$ cat src/rtl/rvsteel_uart_pkg.sv
// Shared UART receiver definitions: state encoding and bit-timing derivation.
package rvsteel_uart_pkg;

  typedef enum logic [2:0] {
    IDLE,
    START,
    DATA,
    STOP,
    WAIT_HIGH
  } rx_state_t;

  function automatic int unsigned cycles_per_bit(input int unsigned clock_hz,
                                                 input int unsigned baud_rate);
    return clock_hz / baud_rate;
  endfunction

  function automatic int unsigned half_bit(input int unsigned bit_cycles);
    return bit_cycles / 2;
  endfunction

endpackage

$ cat src/rtl/uart_rx_fifo.sv
// First-word-fallthrough receive FIFO; a push into a full FIFO is dropped
// and flagged unless a pop frees a slot in the same cycle.
module uart_rx_fifo #(
  parameter int unsigned WIDTH = 8,
  parameter int unsigned DEPTH = 8
) (
  input  logic             clock,
  input  logic             reset,
  input  logic             push,
  input  logic [WIDTH-1:0] push_data,
  input  logic             pop,
  output logic [WIDTH-1:0] head_data,
  output logic             empty,
  output logic             full,
  output logic             overrun
);

  localparam int unsigned PTR_W = $clog2(DEPTH);
  localparam int unsigned CNT_W = PTR_W + 1;
  localparam logic [CNT_W-1:0] FULL_COUNT = CNT_W'(DEPTH);

  logic [WIDTH-1:0] mem [DEPTH];
  logic [PTR_W-1:0] wr_ptr;
  logic [PTR_W-1:0] rd_ptr;
  logic [CNT_W-1:0] count;
  logic             do_push;
  logic             do_pop;

  assign empty     = (count == '0);
  assign full      = (count == FULL_COUNT);
  assign do_pop    = pop & ~empty;
  assign do_push   = push & (~full | do_pop);
  // Gated so the head reads zero whenever nothing is buffered.
  assign head_data = empty ? '0 : mem[rd_ptr];

  always_ff @(posedge clock) begin
    if (do_push) begin
      mem[wr_ptr] <= push_data;
    end
  end

  always_ff @(posedge clock) begin
    if (reset) begin
      wr_ptr  <= '0;
      rd_ptr  <= '0;
      count   <= '0;
      overrun <= 1'b0;
    end else begin
      if (do_push) begin
        wr_ptr <= wr_ptr + PTR_W'(1);
      end
      if (do_pop) begin
        rd_ptr <= rd_ptr + PTR_W'(1);
      end
      case ({do_push, do_pop})
        2'b10:   count <= count + CNT_W'(1);
        2'b01:   count <= count - CNT_W'(1);
        default: count <= count;
      endcase
      overrun <= push & full & ~do_pop;
    end
  end

endmodule

$ cat src/rtl/uart_rx_buffered.sv
// UART receiver (8N1, LSB first) feeding a first-word-fallthrough byte FIFO,
// with frame-error and overrun pulses.
module uart_rx_buffered
  import rvsteel_uart_pkg::*;
#(
  parameter int unsigned CLOCK_FREQUENCY = 27000000,
  parameter int unsigned UART_BAUD_RATE  = 9600,
  parameter int unsigned FIFO_DEPTH      = 8
) (
  input  logic       clock,
  input  logic       reset,
  input  logic       uart_rx,
  output logic [7:0] rx_data,
  output logic       rx_valid,
  input  logic       rx_ready,
  output logic       frame_error,
  output logic       overrun
);

  localparam int unsigned CYCLES_PER_BIT = cycles_per_bit(CLOCK_FREQUENCY, UART_BAUD_RATE);
  localparam int unsigned HALF_BIT       = half_bit(CYCLES_PER_BIT);
  localparam int unsigned CNT_W          = $clog2(CYCLES_PER_BIT + 1);
  localparam logic [CNT_W-1:0] BIT_LAST  = CNT_W'(CYCLES_PER_BIT - 1);
  localparam logic [CNT_W-1:0] HALF_LAST = CNT_W'(HALF_BIT - 1);

  logic             sync_q1;
  logic             sync_q2;
  logic             rx_line;
  rx_state_t        state_q;
  rx_state_t        state_d;
  logic [CNT_W-1:0] count_q;
  logic [CNT_W-1:0] count_d;
  logic [2:0]       bit_q;
  logic [2:0]       bit_d;
  logic [7:0]       shift_q;
  logic [7:0]       shift_d;
  logic             push;
  logic             stop_bad;
  logic             fifo_empty;
  logic             fifo_full;

  assign rx_line = sync_q2;

  always_ff @(posedge clock) begin
    if (reset) begin
      sync_q1 <= 1'b1;
      sync_q2 <= 1'b1;
    end else begin
      sync_q1 <= uart_rx;
      sync_q2 <= sync_q1;
    end
  end

  always_ff @(posedge clock) begin
    if (reset) begin
      state_q     <= IDLE;
      count_q     <= '0;
      bit_q       <= '0;
      shift_q     <= '0;
      frame_error <= 1'b0;
    end else begin
      state_q     <= state_d;
      count_q     <= count_d;
      bit_q       <= bit_d;
      shift_q     <= shift_d;
      frame_error <= stop_bad;
    end
  end

  always_comb begin
    state_d  = state_q;
    count_d  = count_q + CNT_W'(1);
    bit_d    = bit_q;
    shift_d  = shift_q;
    push     = 1'b0;
    stop_bad = 1'b0;
    case (state_q)
      IDLE: begin
        count_d = '0;
        if (!rx_line) begin
          state_d = START;
          bit_d   = '0;
        end
      end
      START: begin
        if (count_q == HALF_LAST) begin
          count_d = '0;
          state_d = rx_line ? IDLE : DATA;
        end
      end
      DATA: begin
        if (count_q == BIT_LAST) begin
          count_d = '0;
          shift_d = {rx_line, shift_q[7:1]};
          bit_d   = bit_q + 3'd1;
          if (bit_q == 3'd7) begin
            state_d = STOP;
          end
        end
      end
      STOP: begin
        if (count_q == BIT_LAST) begin
          count_d = '0;
          if (rx_line) begin
            push    = 1'b1;
            state_d = IDLE;
          end else begin
            stop_bad = 1'b1;
            state_d  = WAIT_HIGH;
          end
        end
      end
      WAIT_HIGH: begin
        count_d = '0;
        if (rx_line) begin
          state_d = IDLE;
        end
      end
      default: begin
        state_d = IDLE;
        count_d = '0;
      end
    endcase
  end

  uart_rx_fifo #(
    .WIDTH(8),
    .DEPTH(FIFO_DEPTH)
  ) u_fifo (
    .clock     (clock),
    .reset     (reset),
    .push      (push),
    .push_data (shift_q),
    .pop       (rx_ready),
    .head_data (rx_data),
    .empty     (fifo_empty),
    .full      (fifo_full),
    .overrun   (overrun)
  );

  assign rx_valid = ~fifo_empty;

endmodule

$ cat config.mk
export PLATFORM = sky130hd
export DESIGN_NAME = uart_rx_buffered
export DESIGN_NICKNAME = d
export VERILOG_FILES = /design/src/rtl/rvsteel_uart_pkg.sv /design/src/rtl/uart_rx_fifo.sv /design/src/rtl/uart_rx_buffered.sv
export SDC_FILE = /design/constraint.sdc
export NUM_CORES = 1
export LEC_CHECK = 0
export ABC_AREA = 0
export CORE_ASPECT_RATIO = 0.7
export CORE_UTILIZATION = 60
export DETAILED_ROUTE_END_ITERATION = 10
export PLACE_DENSITY = 0.79
export SLEW_MARGIN = 30
export SYNTH_ARGS = -nofsm -noshare
export SYNTH_HDL_FRONTEND = slang
export SYNTH_SLANG_ARGS = --single-unit
$ cat constraint.sdc
create_clock -name clock -period 2.9 [get_ports clock]
set_clock_uncertainty 0.05 [all_clocks]
set_input_delay 0.435 -clock clock [delete_from_list [all_inputs] [get_ports clock]]
set_output_delay 0.435 -clock clock [all_outputs]
set_load 0.03 [all_outputs]
==> Word-level counts from Yosys, hierarchy flattened <==
Memory sizes are Yosys's and may differ from the RTL's. A register that Yosys moved wholly into a read port is not among the register bits.
Cells that the tools add are included.
Widths: inputs -> output; s select.
{ "word_totals": {"memories": 1, "ramBits": 64, "in_bits": 4, "word_cells": 78, "out_inout_bits": 11, "regBits": 40} }
{ "memory_table": {"columns": ["memory", "depth", "width", "read_ports", "rd_ports_with_merged_regs", "wr", "line", "source"], "rows": [
  ["u_fifo.mem", 8, 8, 1, 1, 1, "uart_rx_fifo.sv:22", "logic [WIDTH-1:0] mem [DEPTH];"]
]} }
{ "op_classes": {"n_bitwise": 10, "n_eq_ne": 16, "addsub": 6, "n_reduce_logical": 9, "muxes": 25} }
{ "op_table": {"columns": ["operator", "count"], "rows": [
  ["$mux 3", 11],
  ["$mux 12", 2],
  ["$pmux 12 s2", 1],
  ["$pmux 3 s5", 1],
  ["$add 12x1->12 const B", 1],
  ["$eq 12x11->1 const B", 1],
  ["$eq 12x12->1 const B", 1],
  ["$ne 2x2->1 const B", 6],
  ["$add 3x1->3 const B", 3],
  ["$mux 8", 1],
  ["$pmux 4 s2", 1],
  ["$eq 3x2->1 const B", 2],
  ["$eq 3x3->1 const B", 2],
  ["$mux 1", 6],
  ["$pmux 3 s2", 1],
  ["$reduce_and 6->1", 1],
  ["$not 1->1", 5],
  ["$add 4x1->4 const B", 1],
  ["$and 1x1->1", 4],
  ["$eq 4x4->1 const B", 1],
  ["$logic_not 4->1", 1],
  ["$reduce_bool 2->1", 2],
  ["$sub 4x1->4 const B", 1],
  ["$eq 3x1->1 const B", 1],
  ["other kinds (9)", 9]
]} }

==> Longest topological paths before layout <==
Gate-level depths: netlist of run 1.
{ "depth": {"ltp_word": 7, "mapped_depth": 12, "depth_no_buf": 11} }

==> By module <==
Synthesis of run 1 repeated with hierarchy kept, for this count alone.
{ "hier_totals": {"hier_cells": 334, "area_unflattened_um2": 4504.3} }
{ "modules_own_cells": {"columns": ["mod", "area_per_inst_um2", "n_inst", "seq_area_each_um2", "cells_each"], "rows": [
  ["uart_rx_fifo", 3206.8, 1, 2202.1, 186],
  ["uart_rx_buffered", 1297.5, 1, 580.6, 148]
]} }

==> Least setup slack after synthesis of run 1 <==
Ideal clock, no wire load.
{ "synth_timing": {"kind": "register to register", "from": "register u_fifo.count[1]", "to": "register u_fifo.count[2]", "n_path_buf": 2, "path_stages_with_launch": 13, "setup_time_ns": 0.070, "arrival_time_ns": 2.544, "required_ns": 2.780, "slack_ns": 0.235, "path_cell_list": "dfxtp_1 > buf_2 > nor4_4 > inv_2 > and2_1 > clkbuf_1 > ha_1 > xor2_1 > ha_1 > a21oi_1 > xor2_1 > or3_1 > a21oi_1"} }
{ "synth_between": {"elab_chain_len": 7, "word_cells_on_any_way": 13, "classes_between": "add/sub: 2; eq/ne: 3; mux: 1; bitwise: 5; reduce/logical: 2"} }
{ "synth_rtl": {"columns": ["element", "line", "source"], "rows": [
  ["from (decl)", "uart_rx_fifo.sv:25", "logic [CNT_W-1:0] count;"],
  ["from (signal assigned)", "uart_rx_fifo.sv:56", "2'b10: count <= count + CNT_W'(1);"],
  ["from (signal assigned)", "uart_rx_fifo.sv:57", "2'b01: count <= count - CNT_W'(1);"],
  ["from (signal assigned)", "uart_rx_fifo.sv:58", "default: count <= count;"],
  ["$logic_not 4->1 *", "uart_rx_fifo.sv:29", "assign empty = (count == '0);"],
  ["$not 1->1 *", null, null],
  ["named net rx_valid", "uart_rx_buffered.sv:14", "output logic rx_valid,"],
  ["$and 1x1->1 *", "uart_rx_fifo.sv:31", "assign do_pop = pop & ~empty;"],
  ["named net u_fifo.do_pop", "uart_rx_fifo.sv:27", "logic do_pop;"],
  ["$or 1x1->1", "uart_rx_fifo.sv:32", "assign do_push = push & (~full | do_pop);"],
  ["$and 1x1->1", "uart_rx_fifo.sv:32", null],
  ["$eq 2x1->1 or $eq 2x2->1 (tied branches)", "uart_rx_fifo.sv:55", "case ({do_push, do_pop})"],
  ["$pmux 4 s2 or $reduce_bool 2->1 (tied branches)", null, null]
]} }
The timed path passes the listed nets; every way through them passes the cells marked *.
A chain may end at the register's enable or synchronous reset.

==> results of run 1 <==
-- flip-flops by register name, indices dropped and copies added, names as in the netlist, named ones only --
signal,flops
u_fifo.overrun,1
state_q,3
u_fifo.rd_ptr,3
sync_q1,1
u_fifo.wr_ptr,3
rx_line,1
count_q,12
u_fifo.mem,64
shift_q,8
frame_error,1
u_fifo.count,4
bit_q,3
-- stage by stage --
stage,instance area (sq um),utilization [%]
global placement,4706,67.77
global route,4911,70.72
floorplan,4429,-
finish,4911,70.72
CTS,4906,70.65
detailed placement,4706,67.77
-- kinds of logic after synthesis --
kind of cell,Yosys count,synth area share (%)
compound gates,23,2.938
xor+xnor,17,3.362
fa+ha+maj,9,2.542
buf+inv,20,2.316
flops,107,62.82
mux,31,11.55
simple gates,119,14.46
-- worst max-delay path: stages, from the launching register on --
cell and delay, ps:
dfxtp_1 370, buf_12 190, mux4_2 530, mux2i_1 210, nor2_1 60, clkdlybuf4s50_1 590
-- layout by cell type, fill, tap and decap left out, types with 2 or more instances in the layout --
cell type and count:
ha_1 8, o21ai_0 2, nor3_1 7, clkinv_2 2, xnor2_1 5, nand2b_1 5
and3_1 3, dfxtp_1 43, or3_1 3, xor2_1 12, nor4_1 3, inv_1 5
nor2_1 31, and4b_1 2, edfxtp_1 64, nand2_1 26, clkdlybuf4s50_1 13, nor2_2 10
buf_4 11, nand3b_1 3, clkbuf_16 2, mux2i_1 14, mux4_2 16, a21oi_1 15
nand3_1 11, or2_2 3, clkbuf_8 9
-- per-layer routing --
layer | track usage [%] | up-vias
met4 | 8.764 | 0
met3 | 6.211 | 15
met2 | 34.22 | 79
met1 | 32.20 | 1261
li1 | - | 1232
met5 | 0 | -
-- repair_timing --
| action | 4_1_cts | 5_1_grt |
|---|---|---|
| hold buffers | 0 | 0 |
| endpoints found under the setup margin | 0 | 2 |
| gates resized for setup | 0 | 2 |
-- power by group --
group / leakage, uW / internal (uW) / switching [uW]
clock: 0.000108 / 413 / 472
sequential: 0.000939 / 1590 / 3.05
combinational: 0.000598 / 9.12 / 12.9
total: 0.00165 / 2010 / 488
-- worst min-delay path by stage --
stage / startpoint / to / depth (start not counted)
finish: sync_q1 / rx_line / 1
global route: sync_q1 / rx_line / 1
CTS: sync_q1 / rx_line / 1
detailed placement: sync_q1 / rx_line / 1
global placement: sync_q1 / rx_line / 1
floorplan: sync_q1 / rx_line / 1
-- cell type report --
class | instances | area [sq um]
inverters | 5 | 18.77
well taps | 94 | 117.6
clock buffers | 12 | 177.7
clock inverters | 4 | 22.52
flip-flops and latches | 107 | 2783
multi-input cells | 199 | 1546
fillers | 479 | 2033
repair buffers | 26 | 245.2
==> results.py, run 1 <==
metrics = {
    "global_routing": {
        "grt_use_total_pct": 22.81,
        "overflow": 0,
        "grt_pass1_vias": 2459,
        "maximum_number_of_pins_on_one_net_before_global_route_repair": 19,
        "grt_pass1_wl_mm": 12.75,
        "antenna_found_initial": 0,
    },
    "routing": {
        "routed-via-count": 2587,
        "drt-wirelength-per-cell_um": 17.74,
        "detailroute.wirelength.met2_mm": 3.592,
        "wl_met1_mm": 3.674,
        "drt_pass1_iterations": 4,
        "dr.max_layer_used": "met4",
        "route.detailed.vias_per_inst": 5.787,
        "met3WireLength_um": 525,
        "antenna_left": 0,
        "routed_wl_mm": 7.929,
        "drt_iter0_markers": 205,
        "route.detailed.drc": 0,
    },
    "worst_hold_path": {
        "hold_path_class": "reg2reg",
    },
    "sta": {
        "finalWorstPathRequiredPeriod_ps": 2810,
        "period_share_pct": 96.91,
        "max_slew_margin_pct": 55.44,
        "final_hold_slack_ps": 372.7,
        "worst_pin_slew_ps": 666.2,
        "final-hold-violation-count": 0,
        "rsz0062_at_grt": "false",
        "final_critical_path_setup_slack_ps": 89.57,
        "report.final.setup_viol": 0,
        "drv_slew": 0,
        "max_freq_mhz": 355.8,
        "setup_tns_ps": 0,
    },
    "pwr": {
        "leakage_uw": 0.001646,
        "power_density_nw_per_um2": 509.5,
        "peak_vdd_ir_uv": 363.7,
        "totalPowerFinal_uw": 2502,
    },
    "clocking": {
        "clock_latency_ps": 370,
        "numCtsBuffers": 9,
        "cts_setup_buffers": 0,
        "clock-root-buffer": "clkbuf_8",
        "cts.reportedPaths.clkPinSlew_ps": 90,
        "tritoncts": "yes",
        "clock_tree.buffer_depth": 2,
        "cts-htree-levels": 3,
        "clock_sink_count": 107,
    },
    "setup_path": {
        "worst_reg_to_reg_path_cell_count": 11,
        "cp_data_required_time_ps": 2410,
        "critPathKind": "reg2out",
        "crit_path_max_fanout": 16,
        "critical_path.endpoint": "rx_data[5]",
        "worstPathArrival_ps": 2330,
        "r2r_start": "count_q[0]",
        "ff2ff_setup_slack_ps": 230,
        "worstSetupStartpointType": "register",
        "endpoint_kind": "output port",
        "r2r_end": "u_fifo.count[2]",
    },
    "yosys": {
        "yosysSeqAreaShare_pct": 62.82,
        "cell_taking_the_most_area_after_synthesis": "edfxtp_1",
        "syn_avg_cell_area_sq_um": 13.59,
        "synthArstFlopShare_pct": 0,
        "mappedNetlistNets": 339,
        "post_synth_instance_area_sq_um": 4429,
        "yosys_register_bits": 107,
        "postSynthCellCount": 326,
        "ys_dominant_reg_cell": "edfxtp_1",
        "post-synth-top-count-cell": "edfxtp_1",
        "synth.yosys.warnings": 0,
        "number_of_enable_flip_flop_cells_after_synthesis": 64,
        "post_synth_main_area_contributors": "edfxtp_1 43%, dfxtp_1 19%, mux4_2 8.1%",
        "netlist_top_cells_count": "64 x edfxtp_1, 43 x dfxtp_1, 31 x nor2_1",
        "yosys.area.top_type_share_pct": 43.39,
        "synth.distinct_cells": 46,
    },
    "die": {
        "num_rows": 25,
        "dieArea_sq_um": 7735,
        "floorplan.io_pins": 15,
        "chipWidth_um": 104.7,
        "initial_utilization_pct": 63.78,
        "die_y_um": 73.89,
        "placeableCoreArea_sq_um": 6944,
    },
    "layout": {
        "finalNetCount": 361,
        "drive_gt1_share_pct": 17.85,
        "final_cells": 447,
        "num_antenna_cells": 0,
        "flow.area_growth_from_synthesis_pct": 10.88,
    },
    "status": {
        "status": "finished clean",
    },
    "job": {
        "maxCapViolations": 0,
    },
    "place": {
        "routability_congestion_estimate": 0.7555,
        "post-place-ws_ps": 247.4,
        "numPortBuffers": 14,
        "dp_hpwl_mm": 5.400,
        "dp.cells": 431,
    },
}
(Power assumes the default switching activity.)
==> inputs of run 2 (changes only) <==
--- a/config.mk
+++ b/config.mk
@@ -10,6 +10,7 @@
 export CORE_UTILIZATION = 60
 export DETAILED_ROUTE_END_ITERATION = 10
 export PLACE_DENSITY = 0.79
+export SETUP_SLACK_MARGIN = 0.1
 export SLEW_MARGIN = 30
 export SYNTH_ARGS = -nofsm -noshare
 export SYNTH_HDL_FRONTEND = slang
==> run 2 against run 1 <==
Effect of this change:
- total power decreased by 0.11%
- global-route usage is the same
- sequential cell count did not move
- worst hold slack hardly changed
- highest routed layer unchanged
==> results.py, run 2 (synthesis results as in run 1) <==
metrics = {
    "status": {
        "status": "finished clean",
    },
    "layout": {
        "final_common_cell": "edfxtp_1",
        "reg_top3": "u_fifo.mem (64), count_q (12), shift_q (8)",
        "finalNetCount": 361,
        "largest_reg_flops": 64,
        "drive_gt1_share_pct": 18.13,
        "multiInputGateArea_sq_um": 1546,
        "final_cells": 447,
        "layout.filler_cells": 476,
        "top_register": "u_fifo.mem",
        "layout.cells.most_common_list": "64 x edfxtp_1, 42 x dfxtp_1, 31 x nor2_1",
        "num_antenna_cells": 0,
        "flow.area_growth_from_synthesis_pct": 10.99,
        "seq_area_sq_um": 2784,
    },
    "setup_path": {
        "ff2ff_setup_slack_ps": 270,
        "worstPathArrival_ps": 2220,
        "r2r_end": "u_fifo.count[2]",
        "critPathKind": "reg2out",
        "cp_data_required_time_ps": 2410,
        "r2r_start": "count_q[1]",
        "worstSetupStartpointType": "register",
        "worst_reg_to_reg_path_cell_count": 11,
        "endpoint_kind": "output port",
        "crit_path_max_fanout": 16,
    },
    "routing": {
        "drt_pass1_iterations": 4,
        "antenna_left": 0,
        "routed-via-count": 2572,
        "drt_iter0_markers": 209,
        "routed_wl_mm": 7.910,
        "drt-wirelength-per-cell_um": 17.70,
        "route.detailed.drc": 0,
        "route.detailed.vias_per_inst": 5.754,
    },
    "worst_hold_path": {
        "hold_path_class": "reg2reg",
        "worst_hold_path.endpoint": "rx_line",
        "holdCritStartpoint": "sync_q1",
        "holdPathStages": 1,
    },
    "sta": {
        "final-hold-violation-count": 0,
        "worst_pin_slew_ps": 683.3,
        "setup_tns_ps": 0,
        "drv_slew": 0,
        "finalWorstPathRequiredPeriod_ps": 2702,
        "max_freq_mhz": 370.1,
        "period_share_pct": 93.18,
        "max_slew_margin_pct": 54.30,
        "rsz0062_at_grt": "true",
        "report.final.setup_viol": 0,
    },
    "pwr": {
        "power.combinational.fraction_pct": 0.9,
        "pwr-share-seq_pct": 63.8,
        "power_switching_share_pct": 19.41,
        "leakage_uw": 0.001717,
        "peak_vdd_ir_uv": 363.6,
        "power_density_nw_per_um2": 508.4,
        "power.switching_uw": 485.1,
        "clkPwrFrac_pct": 35.3,
        "cell_internal_pwr_uw": 2014,
    },
    "global_routing": {
        "grt_use_total_pct": 22.81,
        "overflow": 0,
        "grt_pass1_wl_mm": 12.75,
        "antenna_found_initial": 0,
        "grt_pass1_vias": 2459,
        "maximum_number_of_pins_on_one_net_before_global_route_repair": 19,
    },
    "clocking": {
        "clock-root-buffer": "clkbuf_8",
        "clock_tree.buffer_depth": 2,
        "clock_sink_count": 107,
        "cts.reportedPaths.clkPinSlew_ps": 90,
        "cts-htree-levels": 3,
        "clock_latency_ps": 360,
        "number_of_buffers_inserted_by_hold_repair_at_cts": 0,
        "cts_setup_buffers": 0,
        "tritoncts": "yes",
        "numCtsBuffers": 9,
    },
    "job": {
        "maxCapViolations": 0,
    },
    "die": {
        "floorplan.io_pins": 15,
        "die_y_um": 73.89,
        "dieArea_sq_um": 7735,
        "num_rows": 25,
        "placeableCoreArea_sq_um": 6944,
        "initial_utilization_pct": 63.78,
        "chipWidth_um": 104.7,
    },
    "place": {
        "dp.cells": 431,
        "dp_hpwl_mm": 5.400,
        "routability_congestion_estimate": 0.7555,
        "numPortBuffers": 14,
    },
}
-- run 2: cell count changes in the layout (fill, tap and decap cells not counted) --
cell,delta
dlygate4sd2_1,+3
dfxtp_2,+1
dfxtp_1,-1
dlymetal6s2s_1,+3
clkdlybuf4s50_1,-6
-- run 2: cell type report --
type / instances / area share [%]
Tap cell: 94 / 2.392
Multi-Input combinational cell: 199 / 31.46
Timing Repair Buffer: 26 / 5.065
Clock buffer: 12 / 3.614
Sequential cell: 107 / 56.63
Clock inverter: 4 / 0.4581
Inverter: 5 / 0.3818
-- run 2: how the worst max path moves through the flow --
stage / from / to / slack, ps / depth (start not counted)
2_1_floorplan: u_fifo.count[1] / u_fifo.count[2] / 240 / 12
3_3_place_gp: rx_ready / u_fifo.count[2] / 280 / 10
3_5_place_dp: rx_ready / u_fifo.count[2] / 250 / 10
4_1_cts: register / rx_data[0] / 110 / 5
5_1_grt: count_q[1] / u_fifo.count[2] / 60 / 11
6_report: register / rx_data[7] / 200 / 5
-- run 2: power groups by stage --
stage | Sequential [uW] | Clock, uW | Combinational [uW]
after CTS | 1590 | 905 | 21.9
after detailed placement | 1630 | 0 | 21.9
final | 1600 | 882 | 22.1
after global placement | 1630 | 0 | 21.4
after floorplan | 1630 | 0 | 15.8
after global routing | 1600 | 958 | 23.9
-- run 2: metal layers --
metal / routed length (um) / share of wire, % / vias up / GRT usage [%]
met2: 3557 / 45 / 66 / 34.22
li1: - / - / 1234 / -
met1: 3801 / 48 / 1262 / 32.20
met5: 0 / 0 / - / 0
met4: 102 / 1.3 / 0 / 8.764
met3: 450 / 5.7 / 10 / 6.211
-- run 2: through the flow --
stage                     setup slack (ps)  util [%]  power, uW  cell area [sq um]  hold WS, ps
after floorplan                      235.4         -       1644               4429        339.5
after global placement               284.4     67.77       1651               4706        343.4
after detailed placement             247.4     67.77       1652               4706        354.9
after CTS                            114.1     70.59       2521               4902        378.5
after global routing                 55.69     70.79       2578               4916        393.9
final                                197.8     70.79       2499               4916        372.4
-- run 2: timing repair --
item | 4_1_cts | 5_1_grt
resized for setup | 3 | 6
pin swaps | 0 | 0
endpoints found under the setup margin | 3 | 5
-- run 2: worst max-delay path: stages, from the launching register on --
cell and delay [ps]:
dfxtp_1 380, buf_12 190, mux4_2 510, mux2i_1 140, nor2_1 50, clkdlybuf4s50_1 580
